**config.mk**
```make
export PLATFORM = sky130hd
export DESIGN_NAME = note_sequencer
export DESIGN_NICKNAME = d
export VERILOG_FILES = /design/src/rtl/audio_pkg.sv /design/src/rtl/note_sequencer.sv
export SDC_FILE = /design/constraint.sdc
export NUM_CORES = 1
export LEC_CHECK = 0
export CORE_MARGIN = 10
export CORE_UTILIZATION = 56
export CTS_CLUSTER_DIAMETER = 150
export DETAILED_ROUTE_END_ITERATION = 6
export PLACE_DENSITY = 0.87
export SYNTH_ARGS = -nofsm -noshare
export SYNTH_HDL_FRONTEND = slang
export SYNTH_SLANG_ARGS = --single-unit
```
**constraint.sdc**
```tcl
create_clock -name clk -period 4.8 [get_ports clk]
set_input_delay 0.48 -clock clk [delete_from_list [all_inputs] [get_ports clk]]
set_output_delay 0.48 -clock clk [all_outputs]
set_load 0.03 [all_outputs]
```
**src/rtl/audio_pkg.sv**
```systemverilog
// Shared audio definitions: sequencer state encoding, ROM note-word field
// positions, end-of-song marker and audio word width.
package audio_pkg;

  localparam int unsigned AUDIO_W = 12;
  localparam int unsigned ROM_W   = 24;

  // Note word layout: {period[23:12], duration[11:0]}
  localparam int unsigned PER_MSB = 23;
  localparam int unsigned PER_LSB = 12;
  localparam int unsigned DUR_MSB = 11;
  localparam int unsigned DUR_LSB = 0;

  // A duration of zero marks the end of the song.
  localparam logic [AUDIO_W-1:0] END_DUR = '0;

  typedef enum logic [1:0] {
    StIdle,
    StFetch,
    StLoad,
    StPlay
  } seq_state_e;

  function automatic logic [ROM_W-1:0] pack_note(input logic [AUDIO_W-1:0] per,
                                                 input logic [AUDIO_W-1:0] dur);
    return {per, dur};
  endfunction

endpackage

```
**src/rtl/note_sequencer.sv**
```systemverilog
// Melody sequencer: walks note words in an external synchronous ROM and drives
// the PWM generator's period/h_time. Each note is held for its duration in
// ticks; the last GAP_TICKS ticks are muted so repeated pitches separate.
//
// Ports:
//   clk, rst_n       clock, asynchronous active-low reset
//   start, stop      single-cycle playback controls (stop wins over start)
//   loop             level: restart at address 0 on the end marker
//   volume           attenuation, h_time = period >> (1 + volume)
//   tick             one-cycle duration enable
//   rom_addr         registered ROM address
//   rom_data         ROM word, valid one cycle after rom_addr
//   period, h_time   to the PWM generator
//   playing          high whenever not idle
//   done             one-cycle pulse when the song ends without looping
module note_sequencer
  import audio_pkg::*;
#(
  parameter int unsigned ADDR_W    = 8,
  parameter int unsigned GAP_TICKS = 2
) (
  input  logic               clk,
  input  logic               rst_n,
  input  logic               start,
  input  logic               stop,
  input  logic               loop,
  input  logic [1:0]         volume,
  input  logic               tick,
  output logic [ADDR_W-1:0]  rom_addr,
  input  logic [ROM_W-1:0]   rom_data,
  output logic [AUDIO_W-1:0] period,
  output logic [AUDIO_W-1:0] h_time,
  output logic               playing,
  output logic               done
);

  localparam logic [AUDIO_W-1:0] GapW = AUDIO_W'(GAP_TICKS);

  seq_state_e         state;
  logic [AUDIO_W-1:0] remaining;

  logic [AUDIO_W-1:0] rom_per;
  logic [AUDIO_W-1:0] rom_dur;
  logic [AUDIO_W-1:0] h_load;
  logic [AUDIO_W-1:0] rem_dec;

  always_comb begin
    rom_per = rom_data[PER_MSB:PER_LSB];
    rom_dur = rom_data[DUR_MSB:DUR_LSB];
    h_load  = rom_per >> (3'd1 + {1'b0, volume});
    rem_dec = remaining - 12'd1;
  end

  always_ff @(posedge clk or negedge rst_n) begin
    if (!rst_n) begin
      state     <= StIdle;
      rom_addr  <= '0;
      period    <= '0;
      h_time    <= '0;
      playing   <= 1'b0;
      done      <= 1'b0;
      remaining <= '0;
    end else begin
      done <= 1'b0;
      if (stop) begin
        state     <= StIdle;
        playing   <= 1'b0;
        period    <= '0;
        h_time    <= '0;
        remaining <= '0;
      end else begin
        unique case (state)
          StIdle: begin
            period <= '0;
            h_time <= '0;
            if (start) begin
              rom_addr <= '0;
              playing  <= 1'b1;
              state    <= StFetch;
            end
          end
          // ROM registers the word at rom_addr during this cycle.
          StFetch: state <= StLoad;
          StLoad: begin
            if (rom_dur == END_DUR) begin
              if (loop) begin
                rom_addr <= '0;
                state    <= StFetch;
              end else begin
                done    <= 1'b1;
                playing <= 1'b0;
                period  <= '0;
                h_time  <= '0;
                state   <= StIdle;
              end
            end else begin
              period    <= rom_per;
              remaining <= rom_dur;
              // Notes no longer than the gap are silent throughout.
              h_time    <= (rom_dur > GapW) ? h_load : '0;
              state     <= StPlay;
            end
          end
          StPlay: begin
            if (tick) begin
              remaining <= rem_dec;
              if (rem_dec <= GapW) h_time <= '0;
              if (remaining == 12'd1) begin
                rom_addr <= rom_addr + 1'b1;  // wraps naturally
                state    <= StFetch;
              end
            end
          end
          default: state <= StIdle;
        endcase
      end
    end
  end

endmodule

```
==> impl_metrics.json <==
{
  "powerDensity_nw_per_um2": 361,
  "cp-end-kind": "register",
  "p_int_w": 0.000799,
  "coreArea_sq_um": 5510,
  "rsz0062_at_grt": "no",
  "async_flop_share_pct": 100,
  "ys_warn_count": 0,
  "row_count": 27,
  "p_clk_share_pct": 18.6,
  "setup_viol": 0,
  "hold_viol": 0,
  "arrival_ps": 3360,
  "syn_area_sq_um": 3160,
  "nNetsFinal": 449,
  "drtPass1Iterations": 5,
  "synth-edff-count": 0,
  "synth-simple-area-share_pct": 23.2,
  "cts_buffers": 5,
  "worst_slew_pin_slew_ps": 1160,
  "cts_tree": "built",
  "overflow": 0,
  "ios": 66,
  "drv_slew": 0,
  "routed_wl_microns": 8400,
  "dp_slack_ps": 1760,
  "synth_fp_nets": 401,
  "vias": 2904,
  "grt_max_degree": 48,
  "post-route-period-util_pct": 66.1,
  "period_needed_ps": 3170,
  "start_util_pct": 57.4,
  "drv_cap": 0,
  "place_inst": 474,
  "die_area_sq_um": 9050,
  "crit_fanout": 30,
  "clock_latency_ps": 310,
  "cts.sinks": 47,
  "cts_root_buf": "clkbuf_8",
  "holdCritPathClass": "primary input to asynchronous set/reset pin",
  "skew_ps": 5.47,
  "die_x_microns": 95.1,
  "regToRegStartpoint": "state[0]",
  "antenna_found_initial": 0,
  "place_congestion": 0.869,
  "total_leakage_power_nw": 1.59,
  "grt_usage_pct": 18.7,
  "dp_hpwl_microns": 6040,
  "start_kind": "register",
  "synth_cell_types": 56,
  "diodes": 0,
  "cp-startpoint": "state[0]",
  "postRouteAntennaNets": 0,
  "fin_setup_tns_ps": 0,
  "criticalPathCategory": "register to register",
  "drc": 0,
  "p_sw_w": 0.000602,
  "pwr-share-seq_pct": 35.0,
  "drt-vias-per-instance": 6.02,
  "critPathRequiredTime_ps": 4990,
  "ys_seq_area_share_pct": 37.2,
  "first_iter_violations": 206,
  "cts_setup_buffers": 0,
  "status": "finished, final reports clean",
  "finalWorstSetupSlack_ps": 1630,
  "switching_share_pct": 43.0,
  "yosys.area_share.xor_xnor_pct": 0.554,
  "die_h_microns": 95.1,
  "synth-main-ff-cell": "dfrtp_1",
  "grt_pass1_wl_microns": 13900,
  "ys_ff_latch": 47,
  "syn_inst": 361,
  "grt_pass1_vias": 2825,
  "clk_path_buf_depth": 2,
  "wl_per_cell_microns": 17.4,
  "cts_resized": 0,
  "max_freq_mhz": 315,
  "synthAdderAreaFrac_pct": 3.17,
  "synth_top_family_by_area": "compound AO/OA/AOI/OAI gates",
  "final_cells": 482,
  "synth_compound_area_share_pct": 24.2,
  "slew-limit-headroom_pct": 22.3,
  "ir_worst_vdd_uv": 198,
  "synthMuxAreaShare_pct": 6.25,
  "portBuffers": 64,
  "syn_to_final_growth_pct": 22.8,
  "drive_above_1_share_pct": 8.05,
  "avgSynthCellArea_sq_um": 8.75,
  "clk_pin_slew_ps": 90,
  "h-tree-depth": 2,
  "hold_buffers": 0,
  "p_comb_share_pct": 46.5
}
[power by group through the flow]
stage | logic [W] | registers, W | clock network, W
2_1_floorplan | 0.000474 | 0.000505 | 0
3_3_place_gp | 0.000624 | 0.000491 | 0
3_5_place_dp | 0.000642 | 0.000495 | 0
4_1_cts | 0.000648 | 0.000487 | 0.000264
5_1_grt | 0.000716 | 0.000495 | 0.000284
6_report | 0.000651 | 0.000490 | 0.000260
[registers in the layout, summed over array words and instances (netlist names)]
register	flops
playing	1
remaining	12
rom_addr	8
period	12
h_time	11
state	2
done	1
[Yosys cell counts, types with 6 or more instances]
cell | number | area [sq um]
clkbuf_1 | 18 | 67.6
nand3_1 | 17 | 85.1
dfrtp_1 | 47 | 1180
nor2_1 | 35 | 131
nor4_1 | 8 | 50.1
a221o_1 | 9 | 90.1
a22o_1 | 11 | 96.3
mux2_2 | 14 | 158
o21ai_1 | 6 | 30.0
nand2_1 | 26 | 97.6
o21ai_0 | 22 | 110
a21oi_1 | 24 | 120
nand2b_1 | 23 | 144
inv_1 | 12 | 45.0
ha_1 | 8 | 100
nor3_1 | 12 | 60.1
[critical path, cell delays in order (launching register included)]
cell      delay [ps]
dfrtp_1          460
ha_1             910
nor2_1           140
a211oi_1         950
o21ai_0          300
a21oi_1          230
nor2_1            60
[area by class of cell]
| cell class | instances | area, sq um |
|---|---|---|
| multi-input cells | 276 | 1820 |
| fillers | 442 | 1620 |
| flip-flops and latches | 47 | 1180 |
| repair buffers | 67 | 658 |
| well taps | 72 | 90.1 |
| clock buffers | 7 | 86.3 |
| inverters | 12 | 45.0 |
| clock inverters | 1 | 8.76 |
[layer usage]
metal / part of all wire, % / wire length, microns / global-route usage (%) / vias up
li1: - / - / - / 1414
met1: 42 / 3500 / 23.1 / 1366
met2: 50 / 4220 / 31.0 / 108
met3: 6.3 / 532 / 4.24 / 16
met4: 1.8 / 150 / 6.98 / 0
met5: 0 / 0 / 0 / -
[cell usage in the layout, fill, tap and decap left out, types with 2 or more instances in the layout]
master / instances
nor2b_1: 3
nor2_1: 35
and3_1: 2
a31oi_1: 2
nand2_1: 26
a21oi_1: 24
nor3_1: 12
o211ai_1: 4
mux2i_1: 4
a22oi_1: 3
o31ai_1: 4
o21ai_1: 6
a211oi_1: 3
nor4_1: 8
clkbuf_8: 6
buf_4: 3
o32ai_1: 3
mux2_2: 14
ha_1: 8
clkdlybuf4s50_1: 63
nand2b_1: 23
nand3_1: 17
nand4_1: 2
a221o_1: 9
o41ai_1: 2
a22o_1: 11
dfrtp_1: 47
or3_1: 2
or4b_1: 2
o21ai_0: 22
a21o_1: 3
inv_1: 12
[cell families (layout without fill, tap and decap cells)]
kind of cell,Yosys count,in the layout
simple gates,141,141
compound gates,106,106
other cells,1,1
buf+inv,38,87
flops,47,47
xor+xnor,2,2
mux,18,18
fa+ha+maj,8,8
[path summary, 6_finish.rpt]
kind / to / slack (ps) / cells after the start
min in group clk: playing / 550 / 2
worst max register to register: remaining[9] / 1630 / 6
worst min register to register: playing / 550 / 2
worst min-delay path: remaining[4] / 340 / 1
worst max-delay path: remaining[9] / 1630 / 6
max in group asynchronous: rom_addr[7] / 3800 / 1
[metrics by stage]
| stage | total power (W) | util [%] | hold WS, ps | instance area (sq um) |
|---|---|---|---|---|
| global placement | 0.00111 | 68.8 | 517 | 3790 |
| floorplan | 0.000979 | - | 184 | 3160 |
| detailed placement | 0.00114 | 68.8 | 529 | 3790 |
| global route | 0.00149 | 70.5 | 438 | 3880 |
| CTS | 0.00140 | 70.5 | 397 | 3880 |
| finish | 0.00140 | 70.5 | 339 | 3880 |
No activity file was read; power rests on OpenSTA's default activity.
